[src/rtl/dcache_ctrl_pkg.sv]
// Shared constants, FSM state encodings and address-split helpers for dcache_ctrl.
package dcache_ctrl_pkg;

    localparam int unsigned ADDR_W    = 32;
    localparam int unsigned DATA_W    = 32;
    localparam int unsigned DEF_LINES = 16;
    localparam int unsigned DEF_WPL   = 4;
    localparam int unsigned DEF_CNT_W = 32;

    // Controller states
    localparam int unsigned         STATE_W   = 2;
    localparam logic [STATE_W-1:0]  ST_IDLE   = 2'd0;
    localparam logic [STATE_W-1:0]  ST_REFILL = 2'd1;
    localparam logic [STATE_W-1:0]  ST_WRITE  = 2'd2;
    localparam logic [STATE_W-1:0]  ST_RESP   = 2'd3;

    // Tag width left over once the byte, offset and index bits are removed
    function automatic int unsigned tag_bits(input int unsigned lines, input int unsigned wpl);
        return ADDR_W - 2 - $clog2(wpl) - $clog2(lines);
    endfunction

    // Extract an address field of 'width' bits starting at bit 'lsb'
    function automatic logic [ADDR_W-1:0] addr_field(input logic [ADDR_W-1:0] addr,
                                                     input int unsigned       lsb,
                                                     input int unsigned       width);
        logic [ADDR_W-1:0] mask;
        mask = (width >= ADDR_W) ? '1 : ((ADDR_W'(1) << width) - ADDR_W'(1));
        return (addr >> lsb) & mask;
    endfunction

endpackage

[src/rtl/dcache_ctrl_if.sv]
// CPU data-port and main-memory bus bundle for dcache_ctrl.
// slave  : cache-controller view (CPU request and memory response in).
// master : environment view (drives CPU request and memory response).
interface dcache_ctrl_if;
    import dcache_ctrl_pkg::*;

    logic              cpu_read_i;
    logic              cpu_write_i;
    logic [ADDR_W-1:0] cpu_addr_i;
    logic [DATA_W-1:0] cpu_wdata_i;
    logic [DATA_W-1:0] cpu_rdata_o;
    logic              stall_o;
    logic              mem_req_o;
    logic              mem_we_o;
    logic [ADDR_W-1:0] mem_addr_o;
    logic [DATA_W-1:0] mem_wdata_o;
    logic [DATA_W-1:0] mem_rdata_i;
    logic              mem_ack_i;

    modport slave (
        input  cpu_read_i, cpu_write_i, cpu_addr_i, cpu_wdata_i, mem_rdata_i, mem_ack_i,
        output cpu_rdata_o, stall_o, mem_req_o, mem_we_o, mem_addr_o, mem_wdata_o
    );

    modport master (
        output cpu_read_i, cpu_write_i, cpu_addr_i, cpu_wdata_i, mem_rdata_i, mem_ack_i,
        input  cpu_rdata_o, stall_o, mem_req_o, mem_we_o, mem_addr_o, mem_wdata_o
    );

endinterface

[src/rtl/dcache_array.sv]
// Valid/tag/data storage for a direct-mapped cache.
// Ports: idx_i selects the line for both read and write; off_i selects the
// read word (combinational valid_o/tag_o/data_o); word_we_i writes word_data_i
// at word_off_i; tag_we_i writes tag_i and marks the line valid.
// Valid bits clear on rst_i; tag and data contents are not reset.
module dcache_array
    import dcache_ctrl_pkg::*;
#(
    parameter  int unsigned LINES          = DEF_LINES,
    parameter  int unsigned WORDS_PER_LINE = DEF_WPL,
    parameter  int unsigned TAG_W          = tag_bits(DEF_LINES, DEF_WPL),
    localparam int unsigned IDX_W          = $clog2(LINES),
    localparam int unsigned OFF_W          = $clog2(WORDS_PER_LINE)
) (
    input  logic              clk_i,
    input  logic              rst_i,
    input  logic [IDX_W-1:0]  idx_i,
    input  logic [OFF_W-1:0]  off_i,
    output logic              valid_o,
    output logic [TAG_W-1:0]  tag_o,
    output logic [DATA_W-1:0] data_o,
    input  logic              word_we_i,
    input  logic [OFF_W-1:0]  word_off_i,
    input  logic [DATA_W-1:0] word_data_i,
    input  logic              tag_we_i,
    input  logic [TAG_W-1:0]  tag_i
);

    logic [LINES-1:0]  valid_q;
    logic [LINES-1:0]  valid_d;
    logic [TAG_W-1:0]  tag_q  [LINES];
    logic [DATA_W-1:0] data_q [LINES][WORDS_PER_LINE];

    // A tag write completes a refill, so it also validates the line
    always_comb begin
        valid_d = valid_q;
        if (tag_we_i) begin
            valid_d[idx_i] = 1'b1;
        end
    end

    always_ff @(posedge clk_i) begin
        if (rst_i) begin
            valid_q <= '0;
        end else begin
            valid_q <= valid_d;
        end
    end

    // Storage without reset
    always_ff @(posedge clk_i) begin
        if (tag_we_i) begin
            tag_q[idx_i] <= tag_i;
        end
        if (word_we_i) begin
            data_q[idx_i][word_off_i] <= word_data_i;
        end
    end

    assign valid_o = valid_q[idx_i];
    assign tag_o   = tag_q[idx_i];
    assign data_o  = data_q[idx_i][off_i];

endmodule

[src/rtl/dcache_ctrl.sv]
// Direct-mapped, write-through, no-write-allocate data cache controller.
// Ports: clk_i/rst_i (sync, active-high); bus (slave modport) carries the CPU
// load/store request, load data, stall, and the request/ack memory bus;
// hit_count_o/miss_count_o are saturating access statistics.
// Read hits complete in the lookup cycle; read misses refill a whole line;
// stores always go to memory and update the line only when it is present.
module dcache_ctrl
    import dcache_ctrl_pkg::*;
#(
    parameter int unsigned LINES          = DEF_LINES,
    parameter int unsigned WORDS_PER_LINE = DEF_WPL,
    parameter int unsigned CNT_W          = DEF_CNT_W
) (
    input  logic             clk_i,
    input  logic             rst_i,
    dcache_ctrl_if.slave     bus,
    output logic [CNT_W-1:0] hit_count_o,
    output logic [CNT_W-1:0] miss_count_o
);

    localparam int unsigned OFF_W   = $clog2(WORDS_PER_LINE);
    localparam int unsigned IDX_W   = $clog2(LINES);
    localparam int unsigned TAG_W   = tag_bits(LINES, WORDS_PER_LINE);
    localparam int unsigned OFF_LSB = 2;
    localparam int unsigned IDX_LSB = OFF_LSB + OFF_W;
    localparam int unsigned TAG_LSB = IDX_LSB + IDX_W;

    localparam logic [OFF_W-1:0] LAST_WORD = OFF_W'(WORDS_PER_LINE - 1);
    localparam logic [CNT_W-1:0] CNT_MAX   = '1;

    logic [STATE_W-1:0] state_q, state_d;
    logic [OFF_W-1:0]   cnt_q, cnt_d;
    logic [CNT_W-1:0]   hit_cnt_q, hit_cnt_d;
    logic [CNT_W-1:0]   miss_cnt_q, miss_cnt_d;
    logic               wr_hit_q, wr_hit_d;

    logic [OFF_W-1:0]   addr_off;
    logic [IDX_W-1:0]   addr_idx;
    logic [TAG_W-1:0]   addr_tag;
    logic               line_valid;
    logic [TAG_W-1:0]   line_tag;
    logic [DATA_W-1:0]  line_data;
    logic               lookup_hit;
    logic               is_write;
    logic               is_read;

    logic               word_we;
    logic [OFF_W-1:0]   word_off;
    logic [DATA_W-1:0]  word_data;
    logic               tag_we;

    // Address split
    assign addr_off = OFF_W'(addr_field(bus.cpu_addr_i, OFF_LSB, OFF_W));
    assign addr_idx = IDX_W'(addr_field(bus.cpu_addr_i, IDX_LSB, IDX_W));
    assign addr_tag = TAG_W'(addr_field(bus.cpu_addr_i, TAG_LSB, TAG_W));

    dcache_array #(
        .LINES          (LINES),
        .WORDS_PER_LINE (WORDS_PER_LINE),
        .TAG_W          (TAG_W)
    ) u_array (
        .clk_i       (clk_i),
        .rst_i       (rst_i),
        .idx_i       (addr_idx),
        .off_i       (addr_off),
        .valid_o     (line_valid),
        .tag_o       (line_tag),
        .data_o      (line_data),
        .word_we_i   (word_we),
        .word_off_i  (word_off),
        .word_data_i (word_data),
        .tag_we_i    (tag_we),
        .tag_i       (addr_tag)
    );

    assign lookup_hit = line_valid && (line_tag == addr_tag);
    // A simultaneous read and write request is handled as a write
    assign is_write   = bus.cpu_write_i;
    assign is_read    = bus.cpu_read_i && !bus.cpu_write_i;

    // Next-state, counters, array writes and bus outputs
    always_comb begin
        state_d         = state_q;
        cnt_d           = cnt_q;
        hit_cnt_d       = hit_cnt_q;
        miss_cnt_d      = miss_cnt_q;
        wr_hit_d        = wr_hit_q;
        word_we         = 1'b0;
        word_off        = addr_off;
        word_data       = bus.cpu_wdata_i;
        tag_we          = 1'b0;
        bus.stall_o     = 1'b0;
        bus.cpu_rdata_o = '0;
        bus.mem_req_o   = 1'b0;
        bus.mem_we_o    = 1'b0;
        bus.mem_addr_o  = '0;
        bus.mem_wdata_o = '0;

        // Outputs and array writes stay quiet while reset is asserted
        if (!rst_i) begin
            case (state_q)
                ST_IDLE: begin
                    if (is_write) begin
                        bus.stall_o = 1'b1;
                        wr_hit_d    = lookup_hit;
                        if (lookup_hit) begin
                            if (hit_cnt_q != CNT_MAX) hit_cnt_d = hit_cnt_q + CNT_W'(1);
                        end else begin
                            if (miss_cnt_q != CNT_MAX) miss_cnt_d = miss_cnt_q + CNT_W'(1);
                        end
                        state_d = ST_WRITE;
                    end else if (is_read) begin
                        if (lookup_hit) begin
                            bus.cpu_rdata_o = line_data;
                            if (hit_cnt_q != CNT_MAX) hit_cnt_d = hit_cnt_q + CNT_W'(1);
                        end else begin
                            bus.stall_o = 1'b1;
                            if (miss_cnt_q != CNT_MAX) miss_cnt_d = miss_cnt_q + CNT_W'(1);
                            cnt_d   = '0;
                            state_d = ST_REFILL;
                        end
                    end
                end

                ST_REFILL: begin
                    bus.stall_o    = 1'b1;
                    bus.mem_req_o  = 1'b1;
                    bus.mem_addr_o = {bus.cpu_addr_i[ADDR_W-1:IDX_LSB], cnt_q, 2'b00};
                    word_off       = cnt_q;
                    word_data      = bus.mem_rdata_i;
                    if (bus.mem_ack_i) begin
                        word_we = 1'b1;
                        cnt_d   = cnt_q + OFF_W'(1);
                        if (cnt_q == LAST_WORD) begin
                            tag_we  = 1'b1;
                            state_d = ST_RESP;
                        end
                    end
                end

                ST_WRITE: begin
                    bus.stall_o     = 1'b1;
                    bus.mem_req_o   = 1'b1;
                    bus.mem_we_o    = 1'b1;
                    bus.mem_addr_o  = {bus.cpu_addr_i[ADDR_W-1:2], 2'b00};
                    bus.mem_wdata_o = bus.cpu_wdata_i;
                    if (bus.mem_ack_i) begin
                        word_we = wr_hit_q;
                        state_d = ST_RESP;
                    end
                end

                ST_RESP: begin
                    if (is_read) begin
                        bus.cpu_rdata_o = line_data;
                    end
                    state_d = ST_IDLE;
                end

                default: state_d = ST_IDLE;
            endcase
        end
    end

    always_ff @(posedge clk_i) begin
        if (rst_i) begin
            state_q    <= ST_IDLE;
            cnt_q      <= '0;
            hit_cnt_q  <= '0;
            miss_cnt_q <= '0;
            wr_hit_q   <= 1'b0;
        end else begin
            state_q    <= state_d;
            cnt_q      <= cnt_d;
            hit_cnt_q  <= hit_cnt_d;
            miss_cnt_q <= miss_cnt_d;
            wr_hit_q   <= wr_hit_d;
        end
    end

    assign hit_count_o  = hit_cnt_q;
    assign miss_count_o = miss_cnt_q;

endmodule

[src/flat_wrapper.sv]
// flat-port wrapper written by rule: the top's interface ports become plain ports
module dcache_ctrl_flat import dcache_ctrl_pkg::*;
#(
    parameter int unsigned LINES          = DEF_LINES,
    parameter int unsigned WORDS_PER_LINE = DEF_WPL,
    parameter int unsigned CNT_W          = DEF_CNT_W
)
  (clk_i, rst_i, hit_count_o, miss_count_o, bus_cpu_read_i, bus_cpu_write_i, bus_cpu_addr_i, bus_cpu_wdata_i, bus_mem_rdata_i, bus_mem_ack_i, bus_cpu_rdata_o, bus_stall_o, bus_mem_req_o, bus_mem_we_o, bus_mem_addr_o, bus_mem_wdata_o);
  dcache_ctrl_if bus_i ();
  input  logic clk_i;
  input  logic rst_i;
  output logic [CNT_W-1:0] hit_count_o;
  output logic [CNT_W-1:0] miss_count_o;
  input wire logic [$bits(bus_i.cpu_read_i)-1:0] bus_cpu_read_i;
  input wire logic [$bits(bus_i.cpu_write_i)-1:0] bus_cpu_write_i;
  input wire logic [$bits(bus_i.cpu_addr_i)-1:0] bus_cpu_addr_i;
  input wire logic [$bits(bus_i.cpu_wdata_i)-1:0] bus_cpu_wdata_i;
  input wire logic [$bits(bus_i.mem_rdata_i)-1:0] bus_mem_rdata_i;
  input wire logic [$bits(bus_i.mem_ack_i)-1:0] bus_mem_ack_i;
  output wire logic [$bits(bus_i.cpu_rdata_o)-1:0] bus_cpu_rdata_o;
  output wire logic [$bits(bus_i.stall_o)-1:0] bus_stall_o;
  output wire logic [$bits(bus_i.mem_req_o)-1:0] bus_mem_req_o;
  output wire logic [$bits(bus_i.mem_we_o)-1:0] bus_mem_we_o;
  output wire logic [$bits(bus_i.mem_addr_o)-1:0] bus_mem_addr_o;
  output wire logic [$bits(bus_i.mem_wdata_o)-1:0] bus_mem_wdata_o;
  assign bus_i.cpu_read_i = bus_cpu_read_i;
  assign bus_i.cpu_write_i = bus_cpu_write_i;
  assign bus_i.cpu_addr_i = bus_cpu_addr_i;
  assign bus_i.cpu_wdata_i = bus_cpu_wdata_i;
  assign bus_i.mem_rdata_i = bus_mem_rdata_i;
  assign bus_i.mem_ack_i = bus_mem_ack_i;
  assign bus_cpu_rdata_o = bus_i.cpu_rdata_o;
  assign bus_stall_o = bus_i.stall_o;
  assign bus_mem_req_o = bus_i.mem_req_o;
  assign bus_mem_we_o = bus_i.mem_we_o;
  assign bus_mem_addr_o = bus_i.mem_addr_o;
  assign bus_mem_wdata_o = bus_i.mem_wdata_o;
  dcache_ctrl #(.LINES(LINES), .WORDS_PER_LINE(WORDS_PER_LINE), .CNT_W(CNT_W)) u_core (.clk_i(clk_i), .rst_i(rst_i), .bus(bus_i), .hit_count_o(hit_count_o), .miss_count_o(miss_count_o));
endmodule
[config.mk]
export PLATFORM = sky130hd
export DESIGN_NAME = dcache_ctrl_flat
export DESIGN_NICKNAME = d
export VERILOG_FILES = /design/src/rtl/dcache_ctrl_pkg.sv /design/src/rtl/dcache_ctrl_if.sv /design/src/rtl/dcache_array.sv /design/src/rtl/dcache_ctrl.sv /design/src/flat_wrapper.sv
export SDC_FILE = /design/constraint.sdc
export NUM_CORES = 2
export LEC_CHECK = 0
export ABC_AREA = 1
export CAP_MARGIN = 20
export CELL_PAD_IN_SITES_DETAIL_PLACEMENT = 1
export CELL_PAD_IN_SITES_GLOBAL_PLACEMENT = 2
export CORE_ASPECT_RATIO = 1.1
export CORE_MARGIN = 2
export CORE_UTILIZATION = 47
export CTS_BUF_LIST = sky130_fd_sc_hd__clkbuf_4
export DETAILED_ROUTE_END_ITERATION = 10
export MAX_ROUTING_LAYER = met4
export PLACE_DENSITY_LB_ADDON = 0.3
export REMOVE_ABC_BUFFERS = 1
export SLEW_MARGIN = 20
export SYNTH_ARGS = -nofsm -noshare
export SYNTH_HDL_FRONTEND = slang
export SYNTH_HIERARCHICAL = 1
export SYNTH_SLANG_ARGS = --single-unit
[constraint.sdc]
create_clock -name clk_i -period 10.16 [get_ports clk_i]
set_clock_uncertainty 0.15 [all_clocks]
set_input_delay 2.032 -clock clk_i [delete_from_list [all_inputs] [get_ports clk_i]]
set_output_delay 2.032 -clock clk_i [all_outputs]
set_load 0.02 [all_outputs]
== Word level (Yosys, flattened, before mapping) ==
Memories as Yosys holds them, arrays and structs flattened.
Cells that the tools add are included.
Word-level totals
  register bits after elaboration: 85
  memory bits (writable): 2432
  input bits: 101
  logic and storage cells: 111
  memories kept: 2
Operators by class
  add/sub/neg operators: 3
  magnitude comparators: 5
  eq/ne operators: 15
  mux-type cells: 64
  bitwise operators: 3
  reductions and logical operators: 13
Memory list
  u_core.u_array.data_q: words 16, width 128, rd ports 1, clocked after Yosys merged registers in 0, wr ports 1, RTL line dcache_array.sv:32  | logic [DATA_W-1:0] data_q [LINES][WORDS_PER_LINE];
  u_core.u_array.tag_q: words 16, width 24, rd ports 1, clocked after Yosys merged registers in 0, wr ports 1, RTL line dcache_array.sv:31  | logic [TAG_W-1:0] tag_q [LINES];
Operators with widths (number)
  two-way mux 32 bit: 21
  two-way mux 128 bit: 1
  one-hot mux 32 bit (2 select lines): 2
  adder 32 x 1 -> 32 bit, second input constant: 2
  binary-select mux 32 bit (select 2 bit): 1
  demux 32 bit (select 2 bit): 1
  != test 32 bit, second input constant: 2
  equality test 24 bit: 1
  two-way mux 2 bit: 12
  two-way mux 1 bit: 20
  OR 16 bit: 1
  AND reduction 5 bit: 2
  != test 2 bit, second input constant: 4
  one-hot mux 2 bit (4 select lines): 1
  equality test 2 bit, second input constant: 3
  greater-or-equal comparator 3 bit, second input constant: 2
  inverter 2 -> 3 bit: 2
  less-than comparator 4 x 5 -> 1 bit, second input constant: 1
  binary-select mux 1 bit (select 4 bit): 1
  demux 1 bit (select 4 bit): 1
  greater-or-equal comparator 4 x 1 -> 1 bit, second input constant: 1
  logical AND 1 bit: 4
  != test 2 x 1 -> 1 bit, second input constant: 2
  one-hot mux 1 bit (2 select lines): 2
  other kinds (11): 13

== Longest topological paths before layout ==
  depth after elaboration: 9
  gate-level depth with buffers: 22

== Hierarchy ==
The synthesis kept the hierarchy.
Modules (own cells, without submodules)
  dcache_array: times used 1, cells each 8515, area each 97811.3 um^2, seq. area each 73350.3 um^2
  dcache_ctrl: times used 1, cells each 1150, area each 6439.9 um^2, seq. area each 1381.3 um^2

== Least setup slack after synthesis ==
OpenSTA, ideal clock, no wires.
  kind: input to output
  start: input bus_cpu_addr_i[4]
  end: output bus_cpu_rdata_o[10]
  arrival: 4.426 ns
  data required time: 7.978 ns
  slack: 3.552 ns
  stages: 21
  path buffers: 5
  path through: buf_4 > inv_2 > nor2_4 > buf_4 > buf_4 > clkbuf_1 > a22oi_1 > nand2_1 > nand2_1 > nand4_1 > inv_1 > nand2_1 > nand2_1 > nor2_1 > nand2_1 > nor2_1 > nand4_1 > nand2_1 > inv_1 > clkbuf_1 > nor2_1
On the way
  elaborated cells between the ends (all ways): 15
  those cells by class: eq/ne (1); mux (11); reduce/logical (1); memory (2)
RTL lines
  start, declared: RTL line flat_wrapper.sv:16  | input wire logic [$bits(bus_i.cpu_addr_i)-1:0] bus_cpu_addr_i;
  memory (16 x 24 bit)
  net u_core.line_tag[1]: RTL line dcache_ctrl.sv:41  | logic [TAG_W-1:0] line_tag;
  equality test 24 bit: RTL line dcache_ctrl.sv:76  | assign lookup_hit = line_valid && (line_tag == addr_tag);
  logical AND 1 bit: RTL line dcache_ctrl.sv:76
  two-way mux 32 bit: RTL line dcache_ctrl.sv:113  | if (lookup_hit) begin
  two-way mux 32 bit: RTL line dcache_ctrl.sv:112  | end else if (is_read) begin
  two-way mux 32 bit: RTL line dcache_ctrl.sv:103  | if (is_write) begin
  one-hot mux 32 bit (2 select lines): RTL line dcache_ctrl.sv:101  | case (state_q)
  two-way mux 32 bit: RTL line dcache_ctrl.sv:100  | if (!rst_i) begin
  end, declared: RTL line flat_wrapper.sv:20  | output wire logic [$bits(bus_i.cpu_rdata_o)-1:0] bus_cpu_rdata_o;
The timed path passes the listed nets, and every way through them passes these cells. The select of a mux whose other input is x is not followed.

== Worst setup path in the final report ==
  start: input bus_cpu_addr_i[7]
  end: output bus_cpu_rdata_o[21]
On the way
  word-level cells in the longest chain between the ends: 9
  elaborated cells between the ends (all ways): 15
  those cells by class: eq/ne (1); mux (11); reduce/logical (1); memory (2)
RTL lines
  memory (16 x 128 bit) (*)
  binary-select mux 32 bit (select 2 bit) (*): RTL line dcache_array.sv:62  | assign data_o = data_q[idx_i][off_i];
  two-way mux 32 bit (not written as such) (*) (2 in series): RTL line dcache_array.sv:62
  net u_core.line_data[21]: RTL line dcache_ctrl.sv:42  | logic [DATA_W-1:0] line_data;
  two-way mux 32 bit: RTL line dcache_ctrl.sv:113
  two-way mux 32 bit: RTL line dcache_ctrl.sv:112
  two-way mux 32 bit: RTL line dcache_ctrl.sv:103
  one-hot mux 32 bit (2 select lines) (*): RTL line dcache_ctrl.sv:101
  two-way mux 32 bit (*): RTL line dcache_ctrl.sv:100
The timed path passes the listed nets; every way through them passes the cells marked *. The select of a mux whose other input is x is not followed.

==> flow_summary.toml <==
[layout]
fin_cells = 13700
final_common_cell = "nand2_1"
fill_cells = 23800
fin_nets = 10400
areaGrowthSynthToFinish_pct = 13.8
final_cell_mix = "nand2_1 (4881), edfxtp_1 (2432), clkbuf_4 (951)"
fin_util = 0.537
drive_above_1_share = 0.126

[grt]
grt_pass1_wl_um = 508000
grt_overflow = 0
antenna_found_initial = 9
grt_pass1_vias = 80700
grt_max_degree = 171
grt_use_total = 0.313

[power_and_ir_drop]
pwr-share-clk = 0.388
finalPower_mw = 22.4
comb_power_share = 0.091
p_leak_nw = 45.7
powerDensity_nw_per_um2 = 188
intPower_mw = 16.6
p_seq_frac = 0.522
switching_share = 0.257
vdd_drop_max_v = 0.000119
switchingPower_mw = 5.74

[sta]
period_minus_slack_ns = 9.04
hold_ws_ns = 0.314
timing.fmax_mhz = 111
setup_viol = 0
finalHoldViolCount = 0
rsz0062_at_grt = "no"
final_max_slew_viol_count = 0
period_share = 0.889
worst_pin_slew_ns = 1.17
maxSlewHeadroom = 0.220

[worst_setup_path]
start_kind = "input pin"
path_cells = "clkdlybuf4s50_1 > inv_1 > nor2_4 > buf_12 > buf_4 > nand2_1 > nand2_1 > nor2_1 > nand2_1 > nand3_1 > nand2_1 > nand2_1 > nor2_1 > clkdlybuf4s50_1"
path_class = "in -> out"
critPathMaxStageDelay_ns = 0.72
cp.required_ns = 7.98
cpMostUsedCell = "nand2_1"
cp_top_family = "buffers and inverters"
cp.arrival_ns = 6.85
end_kind = "output pin"
path_buf_inv = 5
critPathSlowestCell = "clkdlybuf4s50_1"
worstPathMaxFanout = 96

[detailed_routing]
drt_iter0_drc = 6822
wl_per_cell_um = 25.3
wl_um = 346000
post-route-drc-count = 0
num_vias = 76100
vias_per_cell = 5.57
drt_first_pass_iters = 5
ant_nets = 0

[floorplan]
dieArea_um2 = 226000
die_width_um = 453
ios = 264
start_util = 0.472
rows = 181
core_area_um2 = 221000
die_h_um = 498

[synthesis]
synth_area_um2 = 104000
synth_cell_types = 31
ys_ff_latch = 2517
syn_avg_cell_area_um2 = 10.8
netlist_instances = 9665
ys_seq_area_frac = 0.717
synth_warnings = 6

[placed_design]
place.gp.congestion = 0.854
port_buffers = 259
dp.cells = 12600
dp_hpwl_um = 190000

[run_status]
status = "finished, final reports clean"

[clock_tree]
clk_path_buf_depth = 4
clkSinkCount = 2517
cts_resized = 0
htreeDepth = 6
root_buffer = "clkbuf_4"
clk_pin_slew_ns = 0.07
clkLatencyLatePin_ns = 1.41
cts_tree = "built"
cts_hold_buf = 0
postCtsSetupRepairBufs = 0
cts_buffers = 659

[flow_run]
drv_cap = 0

[worst_hold_path]
hp-class = "reg -> reg"
==> cell type report <==
cell class                      count  area (um2)  area share
Inverter                          179         698     0.00589
Timing Repair Buffer              450        4210      0.0355
Clock inverter                    143         847     0.00714
Sequential cell                  2517       74700       0.630
Antenna cell                        6        15.0    0.000127
Multi-Input combinational cell   6481       27300       0.230
Tap cell                         2928        3660      0.0309
Clock buffer                      951        7140      0.0602
==> path summary, 6_finish.rpt <==
kind                                  end                       start  slack [ns]  cells after the start
max                   bus_cpu_rdata_o[21]           bus_cpu_addr_i[7]        1.12                     14
min            u_core/u_array/valid_q[14]  u_core/u_array/valid_q[14]        0.31                      2
max reg2reg  u_core/u_array/data_q[2][42]           u_core/state_q[1]        5.03                      7
min reg2reg    u_core/u_array/valid_q[14]  u_core/u_array/valid_q[14]        0.31                      2
==> logic make-up after synthesis <==
logic type      share of synthesized area
xor+xnor                          0.00361
buf+inv                            0.0279
simple gates                        0.222
mux                               0.00335
flops                               0.717
compound gates                     0.0253
other cells                     0.0000360
fa+ha+maj                        0.000960
==> worst register-to-register path, stage by stage (launching register included) <==
cell and delay (ns):
dfxtp_1 0.35, inv_1 0.10, ha_1 0.44, nand2_4 0.44, o21ai_0 0.81, nand3_2 0.86
nor2_4 1.09, buf_4 0.52
==> Yosys cell counts <==
cell type | count | share of area
buf_6 | 3 | 0.00032
nand2_2 | 4 | 0.00024
a21oi_2 | 2 | 0.00017
o21ai_0 | 11 | 0.00053
dfxtp_1 | 85 | 0.016
xnor2_1 | 10 | 0.00084
nor2_1 | 691 | 0.025
inv_1 | 162 | 0.0058
ha_1 | 8 | 0.00096
nand3b_1 | 7 | 0.00050
nand3_4 | 1 | 0.00017
xor2_1 | 33 | 0.0028
nand4_1 | 125 | 0.0075
edfxtp_1 | 2432 | 0.70
a21oi_1 | 214 | 0.010
clkbuf_1 | 203 | 0.0073
inv_2 | 17 | 0.00061
a22oi_1 | 192 | 0.014
buf_4 | 28 | 0.0020
mux2_2 | 31 | 0.0033
nand3_1 | 220 | 0.011
buf_1 | 38 | 0.0014
o21bai_1 | 1 | 0.000072
o22ai_1 | 8 | 0.00048
buf_2 | 217 | 0.010
nor3_1 | 24 | 0.0012
nand3_2 | 2 | 0.00019
nor2_2 | 7 | 0.00042
conb_1 | 1 | 0.000036
nand2_1 | 4883 | 0.18
nor2_4 | 5 | 0.00054
==> metal layers <==
metal | share of wire | global-route usage
met1 | 0.40 | 0.385
met2 | 0.50 | 0.521
met3 | 0.065 | 0.0448
met4 | 0.039 | 0.127
met5 | 0 | -
==> power groups by stage <==
stage	registers (mW)	logic (mW)	clock network (mW)
final	11.7	2.03	8.67
after global routing	11.7	2.17	9.38
after floorplan	11.9	1.01	0
after detailed placement	11.9	2.01	0
after global placement	11.9	1.94	0
after CTS	11.7	2.01	8.87
==> sequential cells by signal, indices dropped and copies added, names as in the netlist <==
signal / cells
u_core/cnt_q: 2
u_core/state_q: 2
u_core/u_array/tag_q: 384
u_core/miss_count_o: 32
u_core/u_array/valid_q: 16
u_core/u_array/data_q: 2048
u_core/hit_count_o: 32
u_core/wr_hit_q: 1
==> per-stage QoR <==
stage	worst slack [ns]	cell area (um2)	setup TNS (ns)
CTS	1.19	119000	0
finish	1.12	119000	0
floorplan	-5.04	102000	-1841.67
global placement	1.27	111000	0
global route	1.01	119000	0
detailed placement	1.18	111000	0
No activity file was read; power rests on OpenSTA's default activity.
